### src/rtl/button_debouncer.sv
// button_debouncer: per-channel synchronised debouncer with press/release pulses and optional long-press
//   Ports: clock_100mhz (clock), rst_n_i (async active-low reset), buttons_i (raw levels, 1 = pressed),
//          level_o (debounced level), pressed_o / released_o / long_o (one-cycle registered pulses).
//   Macro BUTTON_LONG_PRESS_EN enables the long-press counter; otherwise long_o is tied to 0.
module button_debouncer #(
  parameter int N_CH        = 4,
  parameter int DEB_CYCLES  = 1000000,
  parameter int LONG_CYCLES = 100000000
) (
  input  logic            clock_100mhz,
  input  logic            rst_n_i,
  input  logic [N_CH-1:0] buttons_i,
  output logic [N_CH-1:0] level_o,
  output logic [N_CH-1:0] pressed_o,
  output logic [N_CH-1:0] released_o,
  output logic [N_CH-1:0] long_o
);
  localparam int MAX_C = (DEB_CYCLES > LONG_CYCLES) ? DEB_CYCLES : LONG_CYCLES;
  localparam int CW    = $clog2(MAX_C + 1);
  typedef enum logic [1:0] {RELEASED, PRESS_PEND, PRESSED, RELEASE_PEND} state_e;
  logic [N_CH-1:0] meta_q, sync_q;
  always_ff @(posedge clock_100mhz or negedge rst_n_i) begin
    if (!rst_n_i) begin
      meta_q <= '0;
      sync_q <= '0;
    end else begin
      meta_q <= buttons_i;
      sync_q <= meta_q;
    end
  end
  for (genvar c = 0; c < N_CH; c++) begin : g_ch
    state_e          state_q, state_d;
    logic [CW-1:0]   cnt_q, cnt_d;
    logic            level_q, pressed_q, released_q, pressed_d, released_d, s;
    assign s = sync_q[c];
    // The entry sample moves RELEASED/PRESSED into a pending state; DEB_CYCLES further
    // agreeing samples are then counted before the change is accepted.
    always_comb begin
      state_d    = state_q;
      cnt_d      = cnt_q;
      pressed_d  = 1'b0;
      released_d = 1'b0;
      case (state_q)
        RELEASED: if (s) begin
          state_d = PRESS_PEND;
          cnt_d   = '0;
        end
        PRESS_PEND: if (!s) state_d = RELEASED;
          else if (cnt_q == CW'(DEB_CYCLES - 1)) begin
            state_d   = PRESSED;
            pressed_d = 1'b1;
          end else if (cnt_q != CW'(MAX_C)) cnt_d = cnt_q + 1'b1;
        PRESSED: if (!s) begin
          state_d = RELEASE_PEND;
          cnt_d   = '0;
        end
        RELEASE_PEND: if (s) state_d = PRESSED;
          else if (cnt_q == CW'(DEB_CYCLES - 1)) begin
            state_d    = RELEASED;
            released_d = 1'b1;
          end else if (cnt_q != CW'(MAX_C)) cnt_d = cnt_q + 1'b1;
        default: state_d = RELEASED;
      endcase
    end
    always_ff @(posedge clock_100mhz or negedge rst_n_i) begin
      if (!rst_n_i) begin
        state_q    <= RELEASED;
        cnt_q      <= '0;
        level_q    <= 1'b0;
        pressed_q  <= 1'b0;
        released_q <= 1'b0;
      end else begin
        state_q    <= state_d;
        cnt_q      <= cnt_d;
        level_q    <= (state_d == PRESSED) || (state_d == RELEASE_PEND);
        pressed_q  <= pressed_d;
        released_q <= released_d;
      end
    end
    assign level_o[c]    = level_q;
    assign pressed_o[c]  = pressed_q;
    assign released_o[c] = released_q;
`ifdef BUTTON_LONG_PRESS_EN
    logic [CW-1:0] lc_q, lc_d;
    logic          held, long_d, long_q;
    assign held = (state_q == PRESSED) || (state_q == RELEASE_PEND);
    // Counter saturates at LONG_CYCLES so the pulse fires once per press.
    always_comb begin
      lc_d   = held ? ((lc_q == CW'(LONG_CYCLES)) ? lc_q : lc_q + 1'b1) : '0;
      long_d = held && (lc_q == CW'(LONG_CYCLES - 1));
    end
    always_ff @(posedge clock_100mhz or negedge rst_n_i) begin
      if (!rst_n_i) begin
        lc_q   <= '0;
        long_q <= 1'b0;
      end else begin
        lc_q   <= lc_d;
        long_q <= long_d;
      end
    end
    assign long_o[c] = long_q;
`else
    assign long_o[c] = 1'b0;
`endif
  end
endmodule

### config.mk
export PLATFORM = sky130hd
export DESIGN_NAME = button_debouncer
export DESIGN_NICKNAME = d
export VERILOG_FILES = /design/src/rtl/button_debouncer.sv
export SDC_FILE = /design/constraint.sdc
export NUM_CORES = 1
export LEC_CHECK = 0
export CAP_MARGIN = 15
export CELL_PAD_IN_SITES_DETAIL_PLACEMENT = 0
export CELL_PAD_IN_SITES_GLOBAL_PLACEMENT = 1
export CORE_ASPECT_RATIO = 0.8
export CORE_MARGIN = 5
export CORE_UTILIZATION = 35
export DETAILED_ROUTE_END_ITERATION = 16
export DONT_BUFFER_PORTS = 1
export PLACE_DENSITY_LB_ADDON = 0.1
export SYNTH_ARGS = -nofsm -noshare
export SYNTH_HDL_FRONTEND = slang
export SYNTH_SLANG_ARGS = --single-unit
export TNS_END_PERCENT = 5
### constraint.sdc
create_clock -name clock_100mhz -period 2.2 [get_ports clock_100mhz]
set_input_delay 0.22 -clock clock_100mhz [delete_from_list [all_inputs] [get_ports clock_100mhz]]
set_output_delay 0.22 -clock clock_100mhz [all_outputs]
set_load 0.02 [all_outputs]
* Word-level counts from Yosys, hierarchy flattened
Index checks and enable logic that the tools add are counted.
** Word-level totals
- Word-level logic and storage cells :: 158
- Register bits :: 136
** Operators by class
- Multiplexer cells :: 76
- Reductions and logical operators :: 12
- Add/sub/neg operators :: 4
- Equal/unequal tests :: 44
** Operators with widths (number)
- two-way mux 27 bit :: 24
- case mux 27 bit (4 select lines) :: 4
- adder 27 x 1 -> 27 bit, second input constant :: 4
- equality test 27 x 20 -> 1 bit, second input constant :: 4
- inequality test 27 bit, second input constant :: 4
- two-way mux 2 bit :: 24
- equality test 2 bit, second input constant :: 16
- inequality test 2 bit, second input constant :: 16
- case mux 2 bit (4 select lines) :: 4
- two-way mux 1 bit :: 20
- AND reduction 4 bit :: 4
- equality test 2 x 1 -> 1 bit, second input constant :: 4
- logical NOT 2 bit :: 4
- logical OR 1 bit :: 4

* Depth between registers and ports, before layout
Gate-level depths: netlist (run 1).
- Depth after elaboration :: 6
- Mapped depth :: 9
- Depth with buffers taken out :: 7

* Least setup slack after synthesis (run 1)
OpenSTA, ideal clock, no wires.
- Kind :: register to register
- Start point :: register g_ch[3].cnt_q[0]
- End point :: register g_ch[3].cnt_q[16]
- Data arrival time :: 1922 ps
- Required time :: 2090 ps
- Clock period less this slack :: 2032 ps
- Path slack :: 168 ps
- Stages on the path, launching flop included :: 9
- Cell sequence :: dfrtp_1 -> ha_1 -> nand3_1 -> or4_1 -> o21ai_2 -> buf_6 -> buf_6 -> o31ai_1 -> o41ai_1
** Between the ends
- Longest elaborated chain between the ends :: 5
- Elaborated cells on any way between the ends :: 8
- Those cells by class :: add/sub: 1; eq/ne: 2; mux: 5
** Ends and longest elaborated chain
- from (decl) :: RTL line 33 : logic [CW-1:0] cnt_q, cnt_d;
- from (signal assigned) :: RTL line 74 : cnt_q <= cnt_d;
- adder 27 x 1 -> 27 bit or inequality test 27 bit (tied branches) :: RTL line 52, 61
- two-way mux 27 bit :: RTL line 52, 61
- two-way mux 27 bit * :: RTL line 58 : else if (cnt_q == CW'(DEB_CYCLES - 1)) begin
- two-way mux 27 bit (on tied branches) :: RTL line 57, 48
- case mux 27 bit (4 select lines) * :: RTL line 43 : case (state_q)
Every way passes the cells marked *; elsewhere a longest branch is shown, timed or not. The select of a mux whose other input is x is not followed.
A chain may end at the register's enable or synchronous reset.

* Worst setup path after layout (run 1)
- Start point :: register g_ch[2].cnt_q[0]
- End point :: register g_ch[2].cnt_q[26]
** Between the ends
- Longest elaborated chain between the ends :: 5
- Elaborated cells on any way between the ends :: 8
- Those cells by class :: add/sub: 1; eq/ne: 2; mux: 5
** Ends and longest elaborated chain
- from (decl) :: RTL line 33
- from (signal assigned) :: RTL line 74
- adder 27 x 1 -> 27 bit or inequality test 27 bit (tied branches) :: RTL line 52, 61
- two-way mux 27 bit :: RTL line 52, 61
- two-way mux 27 bit * :: RTL line 49 : else if (cnt_q == CW'(DEB_CYCLES - 1)) begin
- two-way mux 27 bit (on tied branches) :: RTL line 57, 48
- case mux 27 bit (4 select lines) * :: RTL line 43
Marks and branches as above.

==> summary.md, run 1 <==
| Metric | Value |
|---|---|
| Outcome | `finished, violations left` |
| Failing checks | `hold timing` |
| Reg2Reg Depth | `6` |
| Crit. End Element | `flop` |
| Number of synthesized flops with an enable pin | `0` |
| DP Worst Slack | `0.00794 ns` |
| Crit path buf inv count | `0` |
| Total GRT Usage | `18.2%` |
| Area growth syn-to-layout | `19.4%` |
| Reg2reg setup slack | `0.07 ns` |
| Yosys top cell area share | `41.0%` |
| Synthesis-stage register bit count | `136` |
| Initial DRC count | `600` |
| H-tree Lvls | `4` |
| Final setup margin | `0.0684 ns` |
| Remaining antenna violation count | `0` |
| Maximum vdd drop | `0.541 mV` |
| Worst R2R Start | `g_ch[2].cnt_q[0]` |
| Switch Pwr | `1.48 mW` |
| Cell count after synthesis | `905` |
| Hold Fails Final Rpt | `136` |
| Root Buffer | `clkbuf_16` |
| Leading area contributor after synthesis | `dfrtp_1` |
| Number of antenna diodes | `0` |
| Total wire length | `23800 um` |
| CTS Buf Count | `17` |
| Clock sink count | `136` |
| Min-Delay Path Class | `input port to asynchronous set/reset pin` |
| Adder-cell share of the synthesized area | `1.20%` |
| CTS max path bufs | `2` |
| Internal power | `4.76 mW` |
| DRC violations left | `0` |
| Via count | `7632` |
| Antenna violations before repair | `0` |
| Die width | `182 um` |
| Hold buffers post-CTS | `4` |
| Net Sw Frac | `23.7%` |
| Site row count | `50` |
| Post-synthesis mux area share | `1.57%` |
| Area contributors post-synth | `dfrtp_1, o31ai_1, nand3_1` |
| Final Skew | `0.0180 ns` |
| CP max stage cell | `or4_1` |
| Most frequent cells in the layout | `dfrtp_1, buf_4, nand2_1` |
| Nets@finish | `974` |
| Clock latency on the worst-skew pair | `0.43 ns` |
| RSZ-0062 raised after global routing | `true` |
| First-pass GRT wire length | `40200 um` |
| Grt ovf | `0` |
| Fin Hold WS | `-0.504 ns` |
| Vias in the first global route | `7593` |
| Top_reg_cell synth | `dfrtp_1` |
| GPL Wtd Cong | `0.851` |
| Largest net degree at the start of global routing | `137` |
| WL/cell | `18.5 um` |
| Share of total power in combinational logic | `6.8%` |
| # setup viols final | `0` |
| Cell family with most CP delay | `simple AND/OR/NAND/NOR gates` |
| XOR/XNOR share of the synthesized area | `0.527%` |
| RR Endpoint | `g_ch[2].cnt_q[26]` |
| Simple-Gate Fraction of Synth Area | `29.9%` |
| Leakage power | `4.19 nW` |
| Initial core utilization | `35.5%` |
| Worst Path Class, Setup | `flop to flop` |
| Post-synth ARST share | `100%` |
| Die area | `26900 sq um` |
| Count of different cell masters after synthesis | `72` |
| Slew HR | `54.9%` |
| Commonest non-fill, non-tap cell in the layout | `dfrtp_1` |
| Synth Area in Compound Gates | `19.7%` |
| Required @ worst endpoint | `2.54 ns` |
| Worst setup SP type | `flop` |
| Fin crit share | `96.9%` |
| IO Pins | `22` |
| Ratio of cells with drive above 1 in the final layout | `19.8%` |
| Tmin final | `2.13 ns` |
| Core area | `23400 sq um` |
| Largest family of logic cells by synthesized area | `simple AND/OR/NAND/NOR gates` |
| Clock-pin slew on the worst setup and hold paths | `0.06 ns` |
| Synthesis Warnings | `0` |
| Die height | `148 um` |
| CTS tree | `done` |
| Synth Cell Area | `8310 sq um` |
| Crit path largest cell delay | `0.50 ns` |
| Worst EP arrival | `2.47 ns` |
| P per Cell Area | `629 nW/um^2` |
| Crit-path cells | `ha_1 -> nand3_1 -> nor4_2 -> nand2_1 -> or4_1 -> o211ai_1` |
| Syn_area_per_cell | `9.18 sq um` |
| Clock network power share | `50.9%` |
| Sequential-to-total area share from yosys stat | `41.0%` |
| Post-DP HPWL | `16200 um` |
| Fmax achieved | `469 MHz` |
| Vias/cell | `5.94` |
| Critical Path Fanout Max | `5` |
| Slew @ Worst Pin | `0.676 ns` |
| Max_cap viols | `0` |
| Port-buffer cells | `0` |
| DRT Pass-1 Iters | `7` |
| Sequential power share | `42.3%` |
| Final Max Slew Viols | `0` |
| Final Core Density | `42.4%` |
-- synth_stat cells (17+ instances only) --
cell	instances
nor2_1	36
nand2_1	81
nor4_1	21
nand3_1	64
inv_1	19
and2_1	18
nor4b_1	17
and3_1	18
o31ai_1	44
o21ai_0	52
nand4_1	38
dfrtp_1	136
and4_1	17
clkbuf_1	33
buf_2	18
buf_4	22
-- metrics by stage --
| stage | power (mW) | setup TNS (ns) | instances | area [sq um] |
|---|---|---|---|---|
| 2_1_floorplan | 2.91 | 0 | 908 | 8320 |
| 3_3_place_gp | 3.08 | -0.00181 | 1248 | 9120 |
| 3_5_place_dp | 3.08 | 0 | 1248 | 9120 |
| 4_1_cts | 6.30 | 0 | 1284 | 9810 |
| 5_1_grt | 6.49 | -0.223 | 1285 | 9920 |
| 6_report | 6.24 | 0 | 1285 | 9920 |
-- power groups by stage --
stage	Clock [mW]	Sequential, mW	Combinational, mW
2_1_floorplan	0	2.68	0.238
3_3_place_gp	0	2.67	0.403
3_5_place_dp	0	2.67	0.410
4_1_cts	3.25	2.63	0.418
5_1_grt	3.37	2.65	0.476
6_report	3.17	2.64	0.427
-- state kept, by name, summed over array words and instances (netlist names) --
signal and count:
g_ch.cnt_q 108, g_ch.state_q 8, g_ch.level_q 4, g_ch.pressed_q 4, g_ch.released_q 4, meta_q 4
sync_q 4
-- area by class of cell --
| class | count | area [sq um] |
|---|---|---|
| Fill cell | 2264 | 13500 |
| Multi-Input combinational cell | 671 | 4510 |
| Sequential cell | 136 | 3400 |
| Timing Repair Buffer | 114 | 898 |
| Clock buffer | 21 | 480 |
| Tap cell | 312 | 390 |
| Clock inverter | 11 | 169 |
| Inverter | 20 | 75.1 |
-- routing by layer --
layer	GRT usage (%)	vias to the layer above	share of wire, %
met3	3.32	23	4.8
met5	0	-	0
met1	25.9	3805	48
met2	28.4	210	46
li1	-	3594	-
met4	4.99	0	1.2
-- worst max path at each step --
| stage | from | endpoint | slack [ns] | depth (start not counted) |
|---|---|---|---|---|
| floorplan | g_ch[3].cnt_q[0] | g_ch[3].cnt_q[16] | 0.17 | 8 |
| global placement | g_ch[3].cnt_q[3] | g_ch[3].cnt_q[6] | -0.002 | 6 |
| detailed placement | g_ch[0].cnt_q[16] | g_ch[0].cnt_q[3] | 0.008 | 6 |
| CTS | g_ch[3].cnt_q[11] | g_ch[3].cnt_q[6] | 0.006 | 6 |
| global route | g_ch[2].cnt_q[0] | g_ch[2].cnt_q[26] | -0.09 | 6 |
| finish | g_ch[2].cnt_q[0] | g_ch[2].cnt_q[26] | 0.07 | 6 |
-- cells by family after synthesis --
logic type,Yosys count
other cells,1
mux,12
simple gates,416
xor+xnor,5
compound gates,226
fa+ha+maj,8
flops,136
buf+inv,101
-- timing repair --
| item | CTS | global route |
|---|---|---|
| setup endpoints to repair | 1 | 80 |
| pin swaps | 0 | 5 |
| endpoints found under the hold margin | 140 | 136 |
| buffers inserted | 0 | 1 |
| resized for setup | 1 | 20 |
(Power assumes the default switching activity.)
==> inputs of run 2 (changes only) <==
- PLACE_DENSITY: default -> 0.63
- PLACE_DENSITY_LB_ADDON: 0.1 -> default
==> summary.md, run 2 (synthesized netlist as in run 1, its figures left out) <==
| Metric | Value |
|---|---|
| Outcome | `finished, violations left (unchanged)` |
| Failing checks | `hold timing (unchanged)` |
| Nets@finish | `981 (was 974)` |
| Hold buffers post-CTS | `4 (unchanged)` |
| Via count | `7374 (was 7632)` |
| Die area | `26900 sq um (unchanged)` |
| Slew HR | `53.6% (was 54.9%)` |
| Clock network power share | `51.6% (was 50.9%)` |
| Post-DP HPWL | `15300 um (was 16200 um)` |
| Worst EP arrival | `2.41 ns (was 2.47 ns)` |
| Total wire length | `22800 um (was 23800 um)` |
| First-pass GRT wire length | `37900 um (was 40200 um)` |
| Remaining antenna violation count | `0 (unchanged)` |
| Final Core Density | `42.6% (was 42.4%)` |
| Number of antenna diodes | `0 (unchanged)` |
| Sequential power share | `41.7% (was 42.3%)` |
| Worst Path Class, Setup | `flop to flop (unchanged)` |
| # setup viols final | `0 (unchanged)` |
| Hold Fails Final Rpt | `136 (unchanged)` |
| Ratio of cells with drive above 1 in the final layout | `19.1% (was 19.8%)` |
| Core area | `23400 sq um (unchanged)` |
| Most frequent cells in the layout | `dfrtp_1, buf_4, nand2_1 (unchanged)` |
| Biggest regs | `g_ch.cnt_q: 108 flops, g_ch.state_q: 8 flops (unchanged)` |
| Biggest register | `g_ch.cnt_q (unchanged)` |
| Port-buffer cells | `0 (unchanged)` |
| Fin Hold WS | `-0.521 ns (was -0.504 ns)` |
| Clock-pin slew on the worst setup and hold paths | `0.06 ns (about the same)` |
| Final setup margin | `0.0878 ns (was 0.0684 ns)` |
| Area growth syn-to-layout | `19.8% (was 19.4%)` |
| Grt ovf | `0 (unchanged)` |
| Slew @ Worst Pin | `0.696 ns (was 0.676 ns)` |
| Total GRT Usage | `17.1% (was 18.2%)` |
| Required @ worst endpoint | `2.50 ns (was 2.54 ns)` |
| Crit. End Element | `flop (unchanged)` |
| Die height | `148 um (unchanged)` |
| Vias in the first global route | `6996 (was 7593)` |
| Clock sink count | `136 (unchanged)` |
| Fmax achieved | `473 MHz (was 469 MHz)` |
| Largest register FFs | `108 (unchanged)` |
| DRC violations left | `0 (unchanged)` |
| GPL Wtd Cong | `0.810 (was 0.851)` |
| Site row count | `50 (unchanged)` |
| Tmin final | `2.11 ns (was 2.13 ns)` |
| Final Max Slew Viols | `0 (unchanged)` |
| Switch Pwr | `1.49 mW (was 1.48 mW)` |
| Initial core utilization | `35.5% (unchanged)` |
| Commonest non-fill, non-tap cell in the layout | `dfrtp_1 (unchanged)` |
| Die width | `182 um (unchanged)` |
| Clock latency on the worst-skew pair | `0.43 ns (about the same)` |
| Net Sw Frac | `23.6% (was 23.7%)` |
| Initial DRC count | `570 (was 600)` |
| CTS Buf Count | `17 (unchanged)` |
| Max_cap viols | `0 (unchanged)` |
| Internal power | `4.82 mW (was 4.76 mW)` |
| Critical Path Fanout Max | `12 (was 5)` |
| Setup TNS | `0 ns (unchanged)` |
| DP Worst Slack | `0.0608 ns (was 0.00794 ns)` |
| Antenna violations before repair | `0 (unchanged)` |
| Final Skew | `0.00847 ns (was 0.0180 ns)` |
| IO Pins | `22 (unchanged)` |
| Worst setup SP type | `flop (unchanged)` |
| Min-Delay Path Class | `input port to asynchronous set/reset pin (unchanged)` |
| Maximum vdd drop | `0.547 mV (was 0.541 mV)` |
| Vias/cell | `5.71 (was 5.94)` |
| Finished Cell Area | `9960 sq um (was 9920 sq um)` |
| Fillers | `2304 (was 2264)` |
| CTS tree | `done (unchanged)` |
| H-tree Lvls | `4 (unchanged)` |
| DRT Pass-1 Iters | `4 (was 7)` |
| Largest net degree at the start of global routing | `137 (unchanged)` |
| Leakage power | `4.23 nW (was 4.19 nW)` |
| WL/cell | `17.6 um (was 18.5 um)` |
| Fin crit share | `96.0% (was 96.9%)` |
| CTS max path bufs | `2 (unchanged)` |
| Reg2Reg Depth | `7 (was 6)` |
| Share of total power in combinational logic | `6.7% (was 6.8%)` |
| Root Buffer | `clkbuf_16 (unchanged)` |
| P per Cell Area | `634 nW/um^2 (was 629 nW/um^2)` |
| Placed inst area | `9210 sq um (was 9120 sq um)` |
[run 2: cell types whose count changed in the layout (fill, tap and decap cells not counted), moves of 3 or more]
cell     before  now
buf_12        2    5
nor4_1       17   21
nor4_2        5    1
buf_4       106  109
nor4b_1      13   17
nor4b_2       4    0
[run 2: stage by stage]
| stage | instances | power [mW] |
|---|---|---|
| after floorplan | 908 | 2.91 |
| after global placement | 1255 | 3.09 |
| after detailed placement | 1255 | 3.09 |
| after CTS | 1291 | 6.38 |
| after global routing | 1292 | 6.54 |
| final | 1292 | 6.31 |
[run 2: layer usage]
layer  part of all wire, %  wire length, um  global-route usage, %
met5                     0                0                      0
met4                   1.1              244                   4.31
met3                   4.9             1110                   3.79
met2                    43             9800                   24.5
met1                    51            11600                   26.1
[run 2: layout make-up]
class | instances | area (sq um) | area share [%]
inverter | 20 | 75.1 | 0.754
sequential | 136 | 3400 | 34.2
timing repair buffer | 121 | 992 | 9.97
multi-input combinational | 671 | 4440 | 44.6
tap | 312 | 390 | 3.92
clock buffer | 21 | 460 | 4.62
clock inverter | 11 | 194 | 1.95
[run 2: power by group through the flow]
stage          sequential [mW]  clock [mW]  combinational, mW
6_report                  2.63        3.25              0.424
3_5_place_dp              2.68           0              0.410
4_1_cts                   2.63        3.34              0.417
3_3_place_gp              2.68           0              0.414
5_1_grt                   2.64        3.43              0.469
2_1_floorplan             2.68           0              0.238
[run 2: final timing paths]
check	startpoint	endpoint	slack, ns
worst max register to register	g_ch[3].cnt_q[15]	g_ch[3].cnt_q[21]	0.09
max in group asynchronous	rst_n_i	g_ch[0].cnt_q[10]	2.43
worst max-delay path	g_ch[3].cnt_q[15]	g_ch[3].cnt_q[21]	0.09
min in group clock_100mhz	buttons_i[3]	meta_q[3]	0.34
worst min-delay path	rst_n_i	g_ch[1].cnt_q[10]	-0.52
worst min register to register	meta_q[1]	sync_q[1]	0.35
[run 2: critical path: stages (launching register included)]
cell,delay [ns]
dfrtp_1,0.37
or4_1,0.54
or4_4,0.45
o21ai_4,0.22
inv_2,0.08
nand2_4,0.09
buf_12,0.14
o41ai_1,0.08
[run 2: repair_timing]
action,in CTS,in global routing
endpoints found under the hold margin,140,136
resized for setup,0,12
endpoints found under the setup margin,0,40
buffers inserted,0,1
